[config.mk]
export PLATFORM = sky130hd
export DESIGN_NAME = seg_scan
export DESIGN_NICKNAME = d
export VERILOG_FILES = /design/src/rtl/seg_scan.sv
export SDC_FILE = /design/constraint.sdc
export NUM_CORES = 1
export LEC_CHECK = 0
export CORE_ASPECT_RATIO = 0.5
export CORE_MARGIN = 1.5
export CORE_UTILIZATION = 51
export DETAILED_ROUTE_END_ITERATION = 8
export GPL_TIMING_DRIVEN = 0
export PLACE_DENSITY = 0.85
export SLEW_MARGIN = 40
export SYNTH_ARGS = -nofsm -noshare
export SYNTH_HDL_FRONTEND = slang
export SYNTH_SLANG_ARGS = --single-unit
[constraint.sdc]
create_clock -name clk -period 2.3 [get_ports clk]
set_input_delay 0.69 -clock clk [delete_from_list [all_inputs] [get_ports clk]]
set_output_delay 0.69 -clock clk [all_outputs]
set_load 0.02 [all_outputs]
[src/rtl/seg_scan.sv]
// seg_scan: time-multiplexed scanner for an eight-digit hex display.
// A prescaler sets the dwell time on each digit. A 3-bit index walks digits 0..7.
// Shadow registers hold the displayed value and the enable mask between load strobes.
// Optional feature: define SEG_LZB_EN to blank leading zero digits. Digit 0 is never blanked.
module seg_scan #(
   parameter int CLK_DIV = 100000
) (
   input  logic        clk,
   input  logic        rst_n,
   input  logic [31:0] data_in,
   input  logic [7:0]  digit_en,
   input  logic        load,
   output logic [3:0]  code,
   output logic [7:0]  an,
   output logic        frame_done
);

   // A one-bit counter is enough when CLK_DIV=1; it then stays at zero and ticks every cycle.
   localparam int CNT_W = (CLK_DIV > 1) ? $clog2(CLK_DIV) : 1;
   localparam logic [CNT_W-1:0] LAST = CNT_W'(CLK_DIV - 1);

   logic [CNT_W-1:0] r_presc;
   logic [2:0]       r_idx;
   logic [31:0]      r_dreg;
   logic [7:0]       r_mreg;
   logic             r_frameDone;

   logic             w_tick;
   logic [7:0]       w_oneHot;
   logic [7:0]       w_effMask;

   assign w_tick = (r_presc == LAST);

   // Prescaler: counts 0..CLK_DIV-1 and wraps, producing one tick per dwell.
   always_ff @(posedge clk or negedge rst_n) begin
      if (!rst_n)
         r_presc <= '0;
      else if (w_tick)
         r_presc <= '0;
      else
         r_presc <= r_presc + CNT_W'(1);
   end

   // Digit index: steps once per tick and wraps naturally from 7 to 0.
   always_ff @(posedge clk or negedge rst_n) begin
      if (!rst_n)
         r_idx <= 3'd0;
      else if (w_tick)
         r_idx <= r_idx + 3'd1;
   end

   // Frame pulse: registered so it is high in the cycle after the 7->0 wrap.
   always_ff @(posedge clk or negedge rst_n) begin
      if (!rst_n)
         r_frameDone <= 1'b0;
      else
         r_frameDone <= w_tick && (r_idx == 3'd7);
   end

   // Shadow registers: after reset all digits are enabled and show zero.
   always_ff @(posedge clk or negedge rst_n) begin
      if (!rst_n) begin
         r_dreg <= 32'h0;
         r_mreg <= 8'hFF;
      end else if (load) begin
         r_dreg <= data_in;
         r_mreg <= digit_en;
      end
   end

   // One-hot decode of the current digit index.
   always_comb begin
      w_oneHot        = 8'h00;
      w_oneHot[r_idx] = 1'b1;
   end

`ifdef SEG_LZB_EN
   logic [7:0] w_keep;

   // Leading-zero blanking: digit k stays lit only if some nibble from k up to 7 is nonzero.
   always_comb begin
      w_keep = 8'h01;
      for (int k = 1; k < 8; k++)
         w_keep[k] = |(r_dreg >> (4 * k));
   end

   assign w_effMask = r_mreg & w_keep;
`else
   assign w_effMask = r_mreg;
`endif

   // A disabled digit still drives its nibble on code; only the anode is kept dark.
   assign code       = r_dreg[{r_idx, 2'b00} +: 4];
   assign an         = ~(w_oneHot & w_effMask);
   assign frame_done = r_frameDone;

endmodule

Yosys cells after proc, flatten, opt, wreduce, memory -nomap -nowiden --
Cells that the tools add are included.
Operators by class: reduce and logical (&&, ||, !) cells 2, shift-type cells 1, bitwise operators 2, equal/unequal tests 2, order comparisons 2, multiplexer cells 3, add/sub/neg operators 2
Operator list (number):
- variable part select 32 x 6 -> 4 bit | 1
- adder 17 x 1 -> 17 bit (second input constant) | 1
- == test 17 bit (second input constant) | 1
- 2-to-1 mux 17 bit | 1
- bitwise AND 8 bit | 1
- inverter 8 bit | 1
- less-than comparator 3 x 4 -> 1 bit (second input constant) | 1
- adder 3 x 1 -> 3 bit (second input constant) | 1
- demux 1 bit (select 3 bit) | 1
- == test 3 bit (second input constant) | 1
- greater-or-equal comparator 3 x 1 -> 1 bit (second input constant) | 1
- logical AND 1 bit | 2
- 2-to-1 mux 1 bit | 1
Word-level totals: logic and storage cells 19, register bits after elaboration 61, bits of input ports 43, output and inout port bits 13

Depth between registers and ports, before layout --
Gate-level depths: netlist of run 1.
word-level depth 6, depth in mapped cells 7, depth with buffers taken out 5

Worst setup path after synthesis of run 1 --
No wires, ideal clock.
path type register to output, from register r_idx[1], to output port code[2], required time 1.610 ns, data arrival time 1.562 ns, path slack 0.048 ns, cell stages (with the launch flop) 4, path through dfrtp_1 > buf_1 > mux4_2 > mux2_2
On the way: word-level cells in the longest chain between the ends 1
RTL lines:
- start, declared | line 23 | logic [2:0] r_idx;
- start signal, assigned | line 49 | r_idx <= r_idx + 3'd1;
- variable part select 32 x 6 -> 4 bit | line 93 | assign code = r_dreg[{r_idx, 2'b00} +: 4];
- end, declared | line 13 | output logic [3:0] code,
Every way passes these cells.

Final worst setup path of run 1 --
from register r_idx[0], to output port code[0]
Same word-level chain as after synthesis.

==> metrics.md, run 1 <==
| Metric | Value |
|---|---|
| Main combinational cell family by area after synthesis | `multiplexers` |
| Initial antenna violation count | `0` |
| Yosys top cell by area | `dfrtp_1` |
| Sequential element share of the synthesized area | `54.9%` |
| # H-tree levels | `3` |
| Max_cap viols | `0` |
| First-pass GRT wire length | `10300 µm` |
| Core Box Area | `0.00511 mm²` |
| N_diodes | `0` |
| Total number of vias | `1945` |
| Worst setup path endpoint | `code[0]` |
| Hold WC Path Type | `primary input to asynchronous set/reset pin` |
| Status | `complete, but fails checks` |
| Final Hold Fails | `0` |
| Post-Syn Area | `0.00280 mm²` |
| Fin util | `73.3%` |
| Top_reg_cell synth | `dfrtp_1` |
| Total CTS buffers | `9` |
| Worst Setup SP | `r_idx[0]$_DFFE_PN0N_` |
| Syn-to-layout area delta | `33.8%` |
| Critical-path maximum fanout | `7` |
| Multiplexer share of the synthesized area | `22.1%` |
| Final WS setup | `-0.149 ns` |
| Die area | `0.00597 mm²` |
| R2R Path Start | `r_presc[12]$_DFF_PN0_` |
| Yosys top cell area share | `47.4%` |
| Simple-gate share of the synthesized area | `12.2%` |
| Drt initial violations | `73` |
| Maximum vdd drop | `367 µV` |
| Complex-gate fraction of the synthesized area | `2.46%` |
| Register bit total from synthesis | `61` |
| Number of enable flip-flop cells after synthesis | `0` |
| CP Launch Type | `flip-flop` |
| Clk Latency, worst-skew pair | `0.34 ns` |
| Die width | `108 µm` |
| Required @ worst endpoint | `1.61 ns` |
| Adder-Cell Fraction of Synth Area | `1.34%` |
| Routed wire length | `5990 µm` |
| Share of cells above drive strength 1 | `35.9%` |
| Area contributors post-synth | `dfrtp_1, mux2_2, dfstp_2` |
| Post-DRT Antenna Nets | `0` |
| Syn_nets | `258` |
| Async S/R FF share, synth | `100%` |
| Drt drc | `0` |
| RSZ-0062 raised after global routing | `true` |
| Reg2reg path depth | `3` |
| IO buf count | `54` |
| Crit end category | `primary output` |
| Synth Instances | `212` |
| Slew headroom | `56.2%` |
| Vias in the first global route | `2107` |
| Failing checks | `setup timing` |
| First drt pass iteration count | `4` |
| Design Area, Final | `0.00375 mm²` |
| Global route overflow | `0` |
| Tot GR Track Use | `23.0%` |
| Slew @ Worst Pin | `0.657 ns` |
| Nets | `328` |
| LEAKAGE | `0.00158 µW` |
| Vias per cell | `5.45` |
| Post-Syn Area per Cell | `13.2 µm²` |
| Initial cell density of the core | `54.7%` |
| Kind of critical path | `flip-flop to primary output` |
| Clock-pin slew on the worst setup and hold paths | `0.06 ns` |
| Yosys warns | `0` |
| Placed cell area | `0.00344 mm²` |
| Post-layout min period | `2.45 ns` |
| WHS | `0.209 ns` |
| Clock sink count | `61` |
| Register-to-register setup slack | `0.46 ns` |
| Gpl congestion | `0.777` |
| Final slew viol count | `0` |
| Library cells used by synthesis | `38` |
| Io pins | `56` |
| Crit Reg-Reg Endpoint | `r_idx[2]$_DFFE_PN0N_` |
| DR WL/cell | `16.8 µm` |
| Final HPWL DP | `4000 µm` |
| DIE HEIGHT | `55.4 µm` |
| Crit path DAT | `1.76 ns` |
| Pwr dens | `650 mW/mm²` |
| Root Buffer | `clkbuf_8` |
| Clock Path Buffers | `2` |
| Post-Synth XOR/XNOR Area | `4.96%` |
| Maximum clock frequency | `408 MHz` |
| CTS tree | `built` |
| Final clock skew | `0.00244 ns` |
| Row cnt | `18` |
| Pin count of the biggest net entering global routing | `46` |
| Final Cycle Share | `106%` |
| Setup violators final | `4` |
==> metrics by stage <==
stage          setup TNS [ns]  worst slack (ns)  std cells  power [µW]
6_report               -0.456            -0.149        357        2430
5_1_grt                -0.743            -0.204        357        2540
4_1_cts                -0.537            -0.186        356        2450
2_1_floorplan               0            0.0483        212        1320
3_5_place_dp            -5.13            -0.659        337        1460
3_3_place_gp           -78.51             -1.29        336        1440
==> kinds of logic after synthesis <==
logic type               Yosys count
buffers and inverters             13
XOR/XNOR                          15
AND/OR/NAND/NOR                   59
multiplexers                      51
AO/OA/AOI/OAI                     10
adder cells (fa/ha/maj)            3
flip-flops                        61
==> area by class of cell <==
cell class / count / area, µm²
fillers: 309 / 1370
plain buffers: 10 / 77.6
flip-flops and latches: 61 / 1540
well taps: 70 / 87.6
inverters: 2 / 7.51
repair buffers: 60 / 586
multi-input cells: 138 / 1240
clock inverters: 4 / 45.0
clock buffers: 12 / 165
==> critical path, stage by stage (launching register included) <==
cell,delay (ns)
dfrtp_2,0.45
mux2_2,0.35
a22o_1,0.23
nand2_1,0.08
o221ai_1,0.13
buf_2,0.19
==> sequential cells by signal, indices dropped and copies added (netlist names) <==
register    flops
r_mreg          8
frame_done      1
r_dreg         32
r_presc        17
r_idx           3
==> timing repair <==
action,4_1_cts,5_1_grt
hold buffers,0,0
pin swaps,4,0
gates resized for setup,51,13
buffers inserted,4,1
endpoints found under the setup margin,12,11
==> how the worst min path moves through the flow <==
stage / to / slack, ns / startpoint / depth (start not counted)
after floorplan: frame_done$_DFF_PN0_ / 0.39 / rst_n / 0
final: r_presc[1]$_DFF_PN0_ / 0.21 / rst_n / 1
after global placement: r_presc[0]$_DFF_PN0_ / 0.47 / r_presc[0]$_DFF_PN0_ / 1
after detailed placement: r_presc[0]$_DFF_PN0_ / 0.48 / r_presc[0]$_DFF_PN0_ / 1
after CTS: r_presc[10]$_DFF_PN0_ / 0.20 / rst_n / 1
after global routing: r_presc[1]$_DFF_PN0_ / 0.20 / rst_n / 1
==> metal layers <==
metal	global-route usage (%)	up-vias	share of wire (%)
met2	38.2	41	50
met4	6.95	0	1.4
met5	0	-	0
met1	28.4	992	43
met3	8.03	7	5.1
li1	-	905	-
==> report_power, final <==
part           switching, µW  internal, µW  total (µW)
Sequential              39.8          1150        1190
Clock                    404           583         988
Combinational           89.2           163         252
Total                    533          1900        2430
==> cells in the final DEF, fill, tap and decap left out, types with 5 or more instances in the layout <==
cell type / count
buf_4: 5
buf_6: 6
clkbuf_8: 14
clkdlybuf4s50_1: 41
dfrtp_1: 51
dfstp_2: 8
mux2_2: 43
nand2_1: 7
nand3_1: 10
nor2_1: 13
xnor2_1: 8
xor2_1: 6
==> synthesized netlist by cell type (all sizes together), types with 5 or more instances <==
cell	count
mux2	46
clkbuf	5
buf	6
nand3	10
nand2	7
dfrtp	53
xnor2	8
xor2	7
dfstp	8
nor2	14
No activity file was read; power rests on OpenSTA's default activity.
==> run 2, diff against run 1 <==
- ABC_AREA: not set -> 1
- CORE_UTILIZATION: 51 -> 52
==> metrics.md, run 2 <==
| Metric | Value |
|---|---|
| Final WS setup | `0.0148 ns` |
| CTS tree | `built` |
| Slowest cell on crit path | `dfrtp_2` |
| Top_reg_cell synth | `dfrtp_1` |
| Vias per cell | `5.39` |
| Multiplexer share of the synthesized area | `9.26%` |
| Register bit total from synthesis | `61` |
| Initial cell density of the core | `54.7%` |
| Clock sink count | `61` |
| Die width | `111 µm` |
| DP Worst Slack | `-0.156 ns` |
| Total CTS buffers | `9` |
| CP peak stage delay | `0.44 ns` |
| Pwr dens | `716 mW/mm²` |
| Row cnt | `19` |
| Drt initial violations | `207` |
| Die area | `0.00635 mm²` |
| # H-tree levels | `3` |
| Most frequent cells in the layout | `nand2_1, dfrtp_1, inv_1` |
| Commonest non-fill, non-tap cell in the layout | `nand2_1` |
| Most frequent cell after synthesis | `nand2_1` |
| Root Buffer | `clkbuf_16` |
| Post-Synth XOR/XNOR Area | `2.02%` |
| Core Box Area | `0.00556 mm²` |
| Complex-gate fraction of the synthesized area | `7.82%` |
| Async S/R FF share, synth | `100%` |
| Filler cells | `331` |
| Number of enable flip-flop cells after synthesis | `0` |
| Post-DRT Antenna Nets | `0` |
| N_diodes | `0` |
| Drt drc | `0` |
| IO buf count | `54` |
| Hold WC Path Type | `primary input to asynchronous set/reset pin` |
| Cells after DPL | `468` |
| Clock-pin slew on the worst setup and hold paths | `0.05 ns` |
| Flip-flop count of the largest register, all copies and words added | `32` |
| Slew headroom | `73.3%` |
| Sequential element share of the synthesized area | `50.5%` |
| Crit end category | `primary output` |
| Required @ worst endpoint | `1.61 ns` |
| Io pins | `56` |
| LEAKAGE | `0.00200 µW` |
| Vias in the first global route | `2753` |
| Share of cells above drive strength 1 | `23.9%` |
| Non-Filler Instances | `492` |
| Gpl congestion | `0.857` |
| Final HPWL DP | `5090 µm` |
| Pin count of the biggest net entering global routing | `47` |
| Biggest regs | `r_dreg (32), r_presc (17), r_mreg (8)` |
| Library cells used by synthesis | `27` |
| Synth Instances | `340` |
| Setup violators final | `0` |
| Tot GR Track Use | `27.1%` |
| Simple-gate share of the synthesized area | `20.5%` |
| Slew @ Worst Pin | `0.401 ns` |
| Maximum vdd drop | `471 µV` |
| Main combinational cell family by area after synthesis | `simple AND/OR/NAND/NOR gates` |
| Final clock skew | `0.00516 ns` |
| Crit path cell chain | `inv_4 > buf_12 > nand3_2 > inv_2 > nand2_1 > o21ai_1 > nor2_2 > nand2_2 > buf_6` |
| Biggest register | `r_dreg` |
| Clk Latency, worst-skew pair | `0.33 ns` |
| Routed wire length | `8130 µm` |
| Syn-to-layout area delta | `35.7%` |
| Status | `finished clean` |
| Global route overflow | `0` |
| Clock Path Buffers | `2` |
| Nets | `460` |
| Post-Syn Area | `0.00304 mm²` |
| First drt pass iteration count | `5` |
| Kind of critical path | `flip-flop to primary output` |
| Yosys top cell by area | `dfrtp_1` |
| Area contributors post-synth | `dfrtp_1, mux2_2, nand2_1` |
| First-pass GRT wire length | `13200 µm` |
| Commonest cells post-synth | `nand2_1, dfrtp_1, inv_1` |
| Post-Syn Area per Cell | `8.95 µm²` |
| CP Launch Type | `flip-flop` |
| RSZ-0062 raised after global routing | `true` |
| Design Power | `2960 µW` |
| Setup TNS | `0 ns` |
| Final Hold Fails | `0` |
| Final slew viol count | `0` |
| Syn_nets | `386` |
| Yosys warns | `0` |
| Initial antenna violation count | `0` |
| Total number of vias | `2652` |
| Max_cap viols | `0` |
| Final Cycle Share | `99.4%` |
| Adder-Cell Fraction of Synth Area | `1.23%` |
| Crit path DAT | `1.60 ns` |
| Maximum clock frequency | `438 MHz` |
| DIE HEIGHT | `57.1 µm` |
| DR WL/cell | `16.5 µm` |
| Critical-path maximum fanout | `5` |
| Post-layout min period | `2.29 ns` |
| Yosys top cell area share | `43.6%` |
==> run 2: changes by cell type after synthesis, sizes merged, moves of 8 or more <==
cell	delta
o21ai	+27
nand3	+10
nand2	+69
mux2	-21
xnor2	-8
nor2	+19
inv	+53
==> run 2: metal layers <==
layer  vias to the layer above  part of all wire [%]  global-route usage (%)
li1                       1232                     -                       -
met1                      1284                    41                    31.7
met2                       116                    51                    49.5
met3                        20                   5.1                    5.63
met4                         0                   2.7                    11.8
met5                         -                     0                       0
==> run 2: per-stage QoR <==
step                      hold slack [ns]  instance area (µm²)  util, %
after floorplan                     0.394                 3040        -
after global placement              0.465                 3670     66.0
after detailed placement            0.483                 3690     66.4
after CTS                           0.220                 4070     73.1
after global routing                0.230                 4130     74.2
final                               0.219                 4130     74.2
==> run 2: cell families after synthesis <==
logic type,count (synthesis)
compound gates,43
xor+xnor,7
fa+ha+maj,3
buf+inv,65
flops,61
mux,25
simple gates,136
==> run 2: timing repair <==
| item | CTS | global route |
|---|---|---|
| buffers inserted | 4 | 4 |
| hold buffers | 0 | 0 |
| setup endpoints to repair | 12 | 5 |
| gates resized for setup | 41 | 7 |
| cloned | 1 | 0 |
| pin swaps | 4 | 1 |
==> run 2: worst paths after layout <==
path,startpoint,endpoint,slack (ns),depth (start not counted)
worst max-delay path,r_idx[2]$_DFFE_PN0N_,code[3],0.01,9
worst min-delay path,rst_n,r_presc[1]$_DFF_PN0_,0.22,1
worst max register to register,r_presc[0]$_DFF_PN0_,r_presc[10]$_DFF_PN0_,0.83,6
worst min register to register,r_presc[0]$_DFF_PN0_,r_presc[0]$_DFF_PN0_,0.49,1
max in group asynchronous,rst_n,r_mreg[4]$_DFFE_PN1P_,1.51,2
min in group clk,r_presc[0]$_DFF_PN0_,r_presc[0]$_DFF_PN0_,0.49,1
==> run 2: where the power goes <==
group,switching (µW),internal [µW],leakage [µW]
sequential,34.6,1150,0.000739
combinational,108,132,0.00109
clock,466,1060,0.000172
==> run 2: critical path, delay by kind of cell (launching register included) <==
family,cells,cell delay (ns)
simple gates,4,0.37
flops,1,0.44
buf+inv,4,0.39
compound gates,1,0.07
==> run 2: final cells by class <==
| class | count | area [µm²] | area share [%] |
|---|---|---|---|
| Timing Repair Buffer | 64 | 617 | 14.9 |
| Clock buffer | 13 | 280 | 6.79 |
| Buffer | 9 | 62.6 | 1.52 |
| Clock inverter | 3 | 65.1 | 1.58 |
| Sequential cell | 61 | 1540 | 37.3 |
| Tap cell | 73 | 91.3 | 2.21 |
| Multi-Input combinational cell | 214 | 1260 | 30.5 |
| Inverter | 55 | 211 | 5.12 |
